File: src/rtl/image_pipe_reg_slave.sv
// image_pipe_reg_slave: CPU-bus register slave for the image pipe.
// Holds control/config registers, captures pipe status (busy, sticky
// frame-done, frame counter) and answers writes with a one-cycle wack and
// reads with a one-cycle rdv after RD_LATENCY cycles.
module image_pipe_reg_slave #(
  parameter int DW         = 32,
  parameter int AW         = 32,
  parameter int RD_LATENCY = 2
) (
  input  logic          reg_cpu_clk,
  input  logic          rst_n,
  input  logic          reg_cpu_cs,
  input  logic [AW-1:0] reg_cpu_addr,
  input  logic [DW-1:0] reg_cpu_wr_data,
  input  logic          reg_cpu_we,
  input  logic          reg_cpu_re,
  output logic          reg_cpu_wack,
  output logic          reg_cpu_rdv,
  output logic [DW-1:0] reg_cpu_rd_data,
  input  logic          pipe_busy,
  input  logic          frame_done,
  output logic          cfg_enable,
  output logic          cfg_soft_rst,
  output logic [15:0]   cfg_width,
  output logic [15:0]   cfg_height,
  output logic          irq
);

  // Word index of each register (byte address >> 2).
  localparam logic [5:0] IDX_CTRL   = 6'd0;
  localparam logic [5:0] IDX_WIDTH  = 6'd1;
  localparam logic [5:0] IDX_HEIGHT = 6'd2;
  localparam logic [5:0] IDX_STATUS = 6'd3;
  localparam logic [5:0] IDX_IRQ_ST = 6'd4;
  localparam logic [5:0] IDX_IRQ_EN = 6'd5;
  localparam logic [5:0] IDX_FRAME  = 6'd6;
  localparam int         NREG       = 7;

  localparam logic [15:0] WIDTH_RST  = 16'd640;
  localparam logic [15:0] HEIGHT_RST = 16'd480;

  // Latency counter holds RD_LATENCY-1, at most 7.
  localparam int             CW      = 3;
  localparam logic [CW-1:0]  LAT_LOAD = CW'(RD_LATENCY - 1);

  typedef enum logic [1:0] {
    S_IDLE    = 2'd0,
    S_WR_ACK  = 2'd1,
    S_RD_WAIT = 2'd2,
    S_RD_DONE = 2'd3
  } state_t;

  state_t          r_state;
  state_t          w_state_next;
  logic [CW-1:0]   r_lat_cnt;
  logic [CW-1:0]   w_lat_cnt_next;

  logic            r_ctrl_en;
  logic            r_soft_rst;
  logic [15:0]     r_width;
  logic [15:0]     r_height;
  logic            r_irq_status;
  logic            r_irq_en;
  logic [31:0]     r_frame_cnt;
  logic            r_irq;

  logic            r_wack;
  logic            r_rdv;
  logic [DW-1:0]   r_rd_data;
  logic [DW-1:0]   r_rd_cap;

  logic            w_mapped;
  logic [5:0]      w_idx;
  logic [NREG-1:0] w_sel;
  logic            w_wr_acc;
  logic            w_rd_acc;
  logic [DW-1:0]   w_rd_mux;
  logic            w_irq_status_next;
  logic            w_irq_en_next;

  // Only the low 16 data bits are ever stored; the rest are don't-care.
  logic            w_unused_wdata;
  assign w_unused_wdata = ^reg_cpu_wr_data[DW-1:16];

  // Address decode: the upper address bits must be zero and the access
  // word aligned, otherwise the request is acked but touches nothing.
  assign w_mapped = (reg_cpu_addr[AW-1:8] == '0) && (reg_cpu_addr[1:0] == 2'b00);
  assign w_idx    = reg_cpu_addr[7:2];

  genvar gi;
  generate
    for (gi = 0; gi < NREG; gi++) begin : g_sel
      assign w_sel[gi] = w_mapped && (w_idx == 6'(gi));
    end
  endgenerate

  // Requests are only accepted in IDLE; a write wins over a read.
  assign w_wr_acc = (r_state == S_IDLE) && reg_cpu_cs && reg_cpu_we;
  assign w_rd_acc = (r_state == S_IDLE) && reg_cpu_cs && reg_cpu_re && !reg_cpu_we;

  // Read multiplexer: value snapshotted at read acceptance.
  always_comb begin
    w_rd_mux = '0;
    if (w_mapped) begin
      case (w_idx)
        IDX_CTRL:   w_rd_mux[0]     = r_ctrl_en;
        IDX_WIDTH:  w_rd_mux[15:0]  = r_width;
        IDX_HEIGHT: w_rd_mux[15:0]  = r_height;
        IDX_STATUS: w_rd_mux[0]     = pipe_busy;
        IDX_IRQ_ST: w_rd_mux[0]     = r_irq_status;
        IDX_IRQ_EN: w_rd_mux[0]     = r_irq_en;
        IDX_FRAME:  w_rd_mux[31:0]  = r_frame_cnt;
        default:    w_rd_mux        = '0;
      endcase
    end
  end

  // Next values for the interrupt bits; frame_done beats a same-cycle W1C.
  always_comb begin
    w_irq_status_next = r_irq_status;
    w_irq_en_next     = r_irq_en;
    if (w_wr_acc && w_sel[IDX_IRQ_ST] && reg_cpu_wr_data[0]) begin
      w_irq_status_next = 1'b0;
    end
    if (frame_done) begin
      w_irq_status_next = 1'b1;
    end
    if (w_wr_acc && w_sel[IDX_IRQ_EN]) begin
      w_irq_en_next = reg_cpu_wr_data[0];
    end
  end

  // Bus FSM next-state logic and read latency countdown.
  always_comb begin
    w_state_next   = r_state;
    w_lat_cnt_next = r_lat_cnt;
    case (r_state)
      S_IDLE: begin
        if (w_wr_acc) begin
          w_state_next = S_WR_ACK;
        end else if (w_rd_acc) begin
          w_lat_cnt_next = LAT_LOAD;
          w_state_next   = (RD_LATENCY <= 1) ? S_RD_DONE : S_RD_WAIT;
        end
      end
      S_WR_ACK: begin
        w_state_next = S_IDLE;
      end
      S_RD_WAIT: begin
        w_lat_cnt_next = r_lat_cnt - CW'(1);
        if (r_lat_cnt <= CW'(1)) begin
          w_state_next = S_RD_DONE;
        end
      end
      S_RD_DONE: begin
        w_state_next = S_IDLE;
      end
      default: begin
        w_state_next = S_IDLE;
      end
    endcase
  end

  // FSM state, latency counter and read snapshot registers.
  always_ff @(posedge reg_cpu_clk) begin
    if (!rst_n) begin
      r_state   <= S_IDLE;
      r_lat_cnt <= '0;
      r_rd_cap  <= '0;
    end else begin
      r_state   <= w_state_next;
      r_lat_cnt <= w_lat_cnt_next;
      if (w_rd_acc) begin
        r_rd_cap <= w_rd_mux;
      end
    end
  end

  // Registered bus responses; rd_data is forced to 0 outside the rdv cycle.
  always_ff @(posedge reg_cpu_clk) begin
    if (!rst_n) begin
      r_wack    <= 1'b0;
      r_rdv     <= 1'b0;
      r_rd_data <= '0;
    end else begin
      r_wack <= (w_state_next == S_WR_ACK);
      r_rdv  <= (w_state_next == S_RD_DONE);
      if (w_state_next == S_RD_DONE) begin
        // With a latency of one the snapshot and the response share an edge.
        r_rd_data <= w_rd_acc ? w_rd_mux : r_rd_cap;
      end else begin
        r_rd_data <= '0;
      end
    end
  end

  // Control/config registers written from the bus.
  always_ff @(posedge reg_cpu_clk) begin
    if (!rst_n) begin
      r_ctrl_en  <= 1'b0;
      r_soft_rst <= 1'b0;
      r_width    <= WIDTH_RST;
      r_height   <= HEIGHT_RST;
    end else begin
      r_soft_rst <= w_wr_acc && w_sel[IDX_CTRL] && reg_cpu_wr_data[1];
      if (w_wr_acc && w_sel[IDX_CTRL]) begin
        r_ctrl_en <= reg_cpu_wr_data[0];
      end
      if (w_wr_acc && w_sel[IDX_WIDTH]) begin
        r_width <= reg_cpu_wr_data[15:0];
      end
      if (w_wr_acc && w_sel[IDX_HEIGHT]) begin
        r_height <= reg_cpu_wr_data[15:0];
      end
    end
  end

  // Status capture from the pipe core and the registered interrupt line.
  always_ff @(posedge reg_cpu_clk) begin
    if (!rst_n) begin
      r_irq_status <= 1'b0;
      r_irq_en     <= 1'b0;
      r_frame_cnt  <= '0;
      r_irq        <= 1'b0;
    end else begin
      r_irq_status <= w_irq_status_next;
      r_irq_en     <= w_irq_en_next;
      r_irq        <= w_irq_status_next && w_irq_en_next;
      if (frame_done) begin
        r_frame_cnt <= r_frame_cnt + 32'd1;
      end
    end
  end

  assign reg_cpu_wack    = r_wack;
  assign reg_cpu_rdv     = r_rdv;
  assign reg_cpu_rd_data = r_rd_data;
  assign cfg_enable      = r_ctrl_en;
  assign cfg_soft_rst    = r_soft_rst;
  assign cfg_width       = r_width;
  assign cfg_height      = r_height;
  assign irq             = r_irq;

endmodule

File: config.mk
export PLATFORM = sky130hd
export DESIGN_NAME = image_pipe_reg_slave
export DESIGN_NICKNAME = d
export VERILOG_FILES = /design/src/rtl/image_pipe_reg_slave.sv
export SDC_FILE = /design/constraint.sdc
export NUM_CORES = 1
export LEC_CHECK = 0
export CORE_MARGIN = 3
export CORE_UTILIZATION = 52
export DETAILED_ROUTE_END_ITERATION = 10
export PLACE_DENSITY_LB_ADDON = 0.08
export SLEW_MARGIN = 20
export SYNTH_ARGS = -nofsm -noshare
export SYNTH_HDL_FRONTEND = slang
export SYNTH_SLANG_ARGS = --single-unit
export TNS_END_PERCENT = 5
File: constraint.sdc
create_clock -name reg_cpu_clk -period 4.55 [get_ports reg_cpu_clk]
set_clock_uncertainty 0.2 [all_clocks]
set_input_delay 0.6825 -clock reg_cpu_clk [delete_from_list [all_inputs] [get_ports reg_cpu_clk]]
set_output_delay 0.6825 -clock reg_cpu_clk [all_outputs]
set_load 0.01 [all_outputs]
==> results of run 1 <==
==> where the power goes <==
part | internal [W] | total, W | switching (W)
logic | 0.0000628 | 0.000128 | 0.0000651
registers | 0.00123 | 0.00124 | 0.00000527
clock network | 0.000688 | 0.00116 | 0.000476
==> final cells by class <==
class	count	area share, %
clock buffers	23	6.31
flip-flops and latches	140	38.8
clock inverters	8	0.623
well taps	133	2.30
multi-input cells	395	33.9
inverters	8	0.415
repair buffers	130	17.7
==> Yosys cell counts (all sizes together), types with 2 or more instances <==
cell type  number
a21oi           6
a22o           15
a22oi          32
and2           18
and3            3
and4            8
buf            16
clkbuf         21
dfxtp         140
ha              2
inv             8
mux2i          11
nand2          55
nand2b          4
nand3          37
nand4          14
nor2           73
nor2b           4
nor3            7
nor3b           2
nor4           16
o21ai          46
or3             4
xnor2          14
xor2           12
==> registers in the layout (all words and copies together) (netlist names) <==
signal	cells
r_irq_en	1
r_rd_cap	32
reg_cpu_rdv	1
reg_cpu_rd_data	32
r_irq_status	1
cfg_height	16
reg_cpu_wack	1
cfg_width	16
cfg_soft_rst	1
r_frame_cnt	32
cfg_enable	1
r_lat_cnt	3
irq	1
r_state	2
==> cell families after synthesis <==
kind of cell             after synthesis
AND/OR/NAND/NOR                      248
adder cells (fa/ha/maj)                2
flip-flops                           140
multiplexers                          12
XOR/XNOR                              26
buffers and inverters                 46
AO/OA/AOI/OAI                        107
==> worst min-delay path by stage <==
stage            startpoint                   to
2_1_floorplan  r_rd_cap[10]  reg_cpu_rd_data[10]
3_3_place_gp    r_rd_cap[4]   reg_cpu_rd_data[4]
3_5_place_dp    r_rd_cap[7]   reg_cpu_rd_data[7]
4_1_cts        r_rd_cap[14]  reg_cpu_rd_data[14]
5_1_grt        r_rd_cap[12]  reg_cpu_rd_data[12]
6_report       r_rd_cap[14]  reg_cpu_rd_data[14]
==> metal layers <==
layer / vias up / GRT usage (%) / wire, um
li1: 2265 / - / -
met2: 153 / 38.3 / 6280
met3: 18 / 6.63 / 785
met5: - / 0 / 0
met4: 0 / 8.93 / 188
met1: 2199 / 28.4 / 5500
==> through the flow <==
step | instance area [um^2] | util [%] | cells | worst slack (ns) | hold slack [ns]
3_3_place_gp | 6730 | 67.3 | 806 | 1.24 | 0.247
3_5_place_dp | 6730 | 67.3 | 806 | 1.18 | 0.245
4_1_cts | 7230 | 72.3 | 837 | 1.66 | 0.261
2_1_floorplan | 5470 | - | 581 | 2.21 | 0.230
5_1_grt | 7230 | 72.3 | 837 | 1.44 | 0.270
6_report | 7230 | 72.3 | 837 | 1.63 | 0.256
==> results.cfg, run 1 <==
[worst_setup_path]
crit_chain = clkdlybuf4s50_1, nor2b_1, nand4_2, mux2i_1, nand2_1
cp-start-kind = input pin
reg2regPathDepth = 5
path_class = input pin to register
crit_cells = 5
crit_path_start = reg_cpu_addr[3]
crit_end = cfg_height[5]
max_stage_delay_ns = 0.71
rrSetupSlack_ns = 2.03
crit_buf_inv = 1
cp_slowest_cell = nand4_2
endpoint_kind = register
reg2reg_to = cfg_height[5]
crit_arrival_ns = 3.07
crit_family = simple AND/OR/NAND/NOR gates
worstPathMaxFanout = 28
r2r_start = r_state[0]
worstPathRequired_ns = 4.70

[layout]
n_fill_cell = 805
final_common_cell = dfxtp_1
layout_common_cells = dfxtp_1 (140), clkdlybuf4s50_1 (122), nor2_1 (73)
diodes = 0
drive_gt1_share_pct = 7.67
multi_input_area_um2 = 2450
layout.nets = 765
synthToLayoutAreaGrowth_pct = 32.2
seq_area_um2 = 2800

[cts]
h-tree-depth = 4
cts.reportedPaths.clkPinSlew_ns = 0.05
cts_buffer_depth = 2
root_buffer = clkbuf_8
cts_hold_buf = 0
cts_tree = yes
insertion_delay_ns = 0.51
numClockSinks = 140
cts.repair.resized = 0
cts_made_buffers = 17
postCtsSetupRepairBufs = 0

[detailed_routing]
drt_pass1_iterations = 5
vias = 4635
dr.first_iter.drc_count = 244
drc = 0
routed_wl_um = 12800
wl_per_cell_um = 15.2
viasPerCell = 5.54
drtAntennaViolNets = 0

[logic_synthesis]
syn_inst = 581
yosys-top-cells-area = dfxtp_1 (51%), nor2_1 (5.0%), a22oi_1 (4.4%)
yosys.area_share.simple_pct = 24.8
synth_compound_area_share_pct = 13.0
yosysUniqueCellTypes = 51
syn_nets = 654
synth-edff-count = 0
yosysWarningCount = 0
synth_top_family_by_area = simple AND/OR/NAND/NOR gates
synthArstFlopShare_pct = 0
synthAdderAreaFrac_pct = 0.457
synth_top_area_cell = dfxtp_1
ys_seq_area_share_pct = 51.2
ys_seq_elements = 140
synthFlopType = dfxtp_1
synth_xor_area_share_pct = 4.16
synthMuxAreaShare_pct = 2.42
syn_avg_cell_area_um2 = 9.42
yosys.area.top_type_share_pct = 51.2
syn-cell-area_um2 = 5470

[placement]
dp_hpwl_um = 9210
portBuffers = 123
place_congestion = 0.821

[outcome]
status = finished, final reports clean

[sta]
fin_crit_ns = 2.92
maxSlewHeadroom_pct = 33.3
fmax_mhz = 343
hold_violations = 0
finalMaxSlewViolations = 0
worstMarginPinSlew_ns = 1.00
finalCritPeriodShare_pct = 64.1
fin_tns_setup_ns = 0
rsz0062_at_grt = no
setup_viol = 0

[grt]
antenna_found_initial = 0
grt_pass1_wl_um = 21500
grt_overflow = 0
track_usage_pct = 23.1
grt_max_degree = 56
grt_pass1_vias = 4555

[power_and_ir_drop]
p_total_w = 0.00253
power.density_nw_per_um2 = 350
leakage_nw = 2.59
ir_drop_mv = 0.166

[die]
rows = 36
ios = 140
die_w_um = 109
die_area_um2 = 11800
fp.dieH_um = 109
start_util_pct = 54.7
core_um2 = 10000

[run]
max_cap_violations = 0

[worst_hold_path]
worstHoldPathCells = 1
hp-class = register to register
Note: power is estimated with default switching activity, not from simulation.
==> inputs of run 2 (changes only) <==
--- a/config.mk
+++ b/config.mk
@@ -6,7 +6,7 @@
 export NUM_CORES = 1
 export LEC_CHECK = 0
 export CORE_MARGIN = 3
-export CORE_UTILIZATION = 52
+export CORE_UTILIZATION = 49
 export DETAILED_ROUTE_END_ITERATION = 10
 export PLACE_DENSITY_LB_ADDON = 0.08
 export SLEW_MARGIN = 20
==> constraint.sdc (replaced) <==
create_clock -name reg_cpu_clk -period 2.7 [get_ports reg_cpu_clk]
set_clock_uncertainty 0.2 [all_clocks]
set_input_delay 0.405 -clock reg_cpu_clk [delete_from_list [all_inputs] [get_ports reg_cpu_clk]]
set_output_delay 0.405 -clock reg_cpu_clk [all_outputs]
set_load 0.01 [all_outputs]
==> results.cfg, run 2 (synthesized netlist as in run 1, its figures left out) <==
[run]
max_cap_violations = 0

[sta]
worstMarginPinSlew_ns = 0.474
maxSlewHeadroom_pct = 68.4
fin_tns_setup_ns = 0
setup_viol = 0
finalCritPeriodShare_pct = 79.5
fmax_mhz = 466
hold_violations = 0
rsz0062_at_grt = no
finalMaxSlewViolations = 0
fin_crit_ns = 2.15

[grt]
track_usage_pct = 21.2
grt_pass1_wl_um = 21800
grt_pass1_vias = 4564
grt_max_degree = 49
grt_overflow = 0
antenna_found_initial = 0

[worst_setup_path]
crit_end = r_frame_cnt[25]
worstPathRequired_ns = 2.89
worstPathMaxFanout = 8
cp_slowest_cell = dfxtp_1
rrSetupSlack_ns = 0.55
reg2regPathDepth = 6
crit_arrival_ns = 2.34
reg2reg_to = r_frame_cnt[25]
crit_chain = and4_1, nand3_1, buf_4, nor4_1, xnor2_1, nor2_1
endpoint_kind = register
path_class = register to register
cp-start-kind = register
max_stage_delay_ns = 0.42
r2r_start = r_frame_cnt[10]
crit_path_start = r_frame_cnt[10]

[die]
start_util_pct = 51.6
die_area_um2 = 12500
ios = 140
rows = 37
die_w_um = 112
fp.dieH_um = 112
core_um2 = 10600

[detailed_routing]
routed_wl_um = 13000
dr.first_iter.drc_count = 305
vias = 4653
drtAntennaViolNets = 0
drc = 0
drt_pass1_iterations = 5
viasPerCell = 5.46
wl_per_cell_um = 15.2

[layout]
n_fill_cell = 840
synthToLayoutAreaGrowth_pct = 35.1
diodes = 0
layout.nets = 778
drive_gt1_share_pct = 9.78
layout_common_cells = dfxtp_1 (140), clkdlybuf4s50_1 (122), nor2_1 (73)
final_common_cell = dfxtp_1
fin_cells = 852

[cts]
cts.reportedPaths.clkPinSlew_ns = 0.06
cts_buffer_depth = 2
insertion_delay_ns = 0.52
cts.repair.resized = 0
root_buffer = clkbuf_8
h-tree-depth = 4
numClockSinks = 140
cts_made_buffers = 17
cts_tree = yes
postCtsSetupRepairBufs = 0
cts_hold_buf = 0

[placement]
placed_cells = 822
place_congestion = 0.845
portBuffers = 123
dp_hpwl_um = 9320

[worst_hold_path]
hp-start = rst_n
hp-class = input pin to register

[outcome]
status = finished, final reports clean

[power_and_ir_drop]
ir_drop_mv = 0.305
power.density_nw_per_um2 = 603
leakage_nw = 2.67
## run 2: changes by cell type in the layout (fill, tap and decap cells not counted), sizes merged
| cell | previous run | this run |
|---|---|---|
| buf | 8 | 21 |
| bufinv | 0 | 1 |
| clkbuf | 23 | 17 |
| clkinv | 6 | 2 |
| clkinvlp | 2 | 3 |
| inv | 8 | 15 |
## run 2: critical path, delay by kind of cell (launching register included)
family                 cells  cell delay, ns
AND/OR/NAND/NOR            4            0.99
buffers and inverters      1            0.25
flip-flops                 1            0.42
XOR/XNOR                   1            0.17
## run 2: area by class of cell
cell class	count	area (um^2)	share of cell area (%)
sequential	140	2800	37.9
timing repair buffer	143	1390	18.8
inverter	8	30.0	0.406
clock inverter	13	134	1.81
multi-input combinational	395	2450	33.2
tap	136	170	2.30
clock buffer	17	414	5.60
## run 2: where the power goes
| group | internal (W) | switching, W |
|---|---|---|
| clock network | 0.00124 | 0.000915 |
| logic | 0.000109 | 0.000111 |
| registers | 0.00208 | 0.00000845 |
| total | 0.00342 | 0.00103 |
## run 2: per-stage QoR
stage               setup WS (ns)  cell area [um^2]  utilization, %  total power, W  hold slack, ns
floorplan                   0.640              5470               -         0.00223           0.230
global placement            0.157              6840            64.6         0.00234           0.242
detailed placement          0.102              6840            64.6         0.00235           0.244
CTS                         0.542              7390            69.7         0.00448          0.0391
global route                0.364              7390            69.7         0.00460          0.0470
finish                      0.555              7390            69.7         0.00445          0.0553
## run 2: worst min path at each step
stage / depth (start not counted) / to / slack [ns]
3_3_place_gp: 1 / reg_cpu_rd_data[4] / 0.24
2_1_floorplan: 1 / reg_cpu_rd_data[10] / 0.23
4_1_cts: 3 / r_frame_cnt[31] / 0.04
5_1_grt: 3 / r_frame_cnt[27] / 0.05
3_5_place_dp: 1 / reg_cpu_rd_data[2] / 0.24
6_report: 3 / r_frame_cnt[31] / 0.06
## run 2: metal layers
metal	vias to the layer above	GRT usage (%)	part of all wire (%)
li1	2294	-	-
met1	2189	26.4	43
met2	151	35.7	50
met3	19	5.82	6.1
met4	0	6.89	1.5
met5	-	0	0
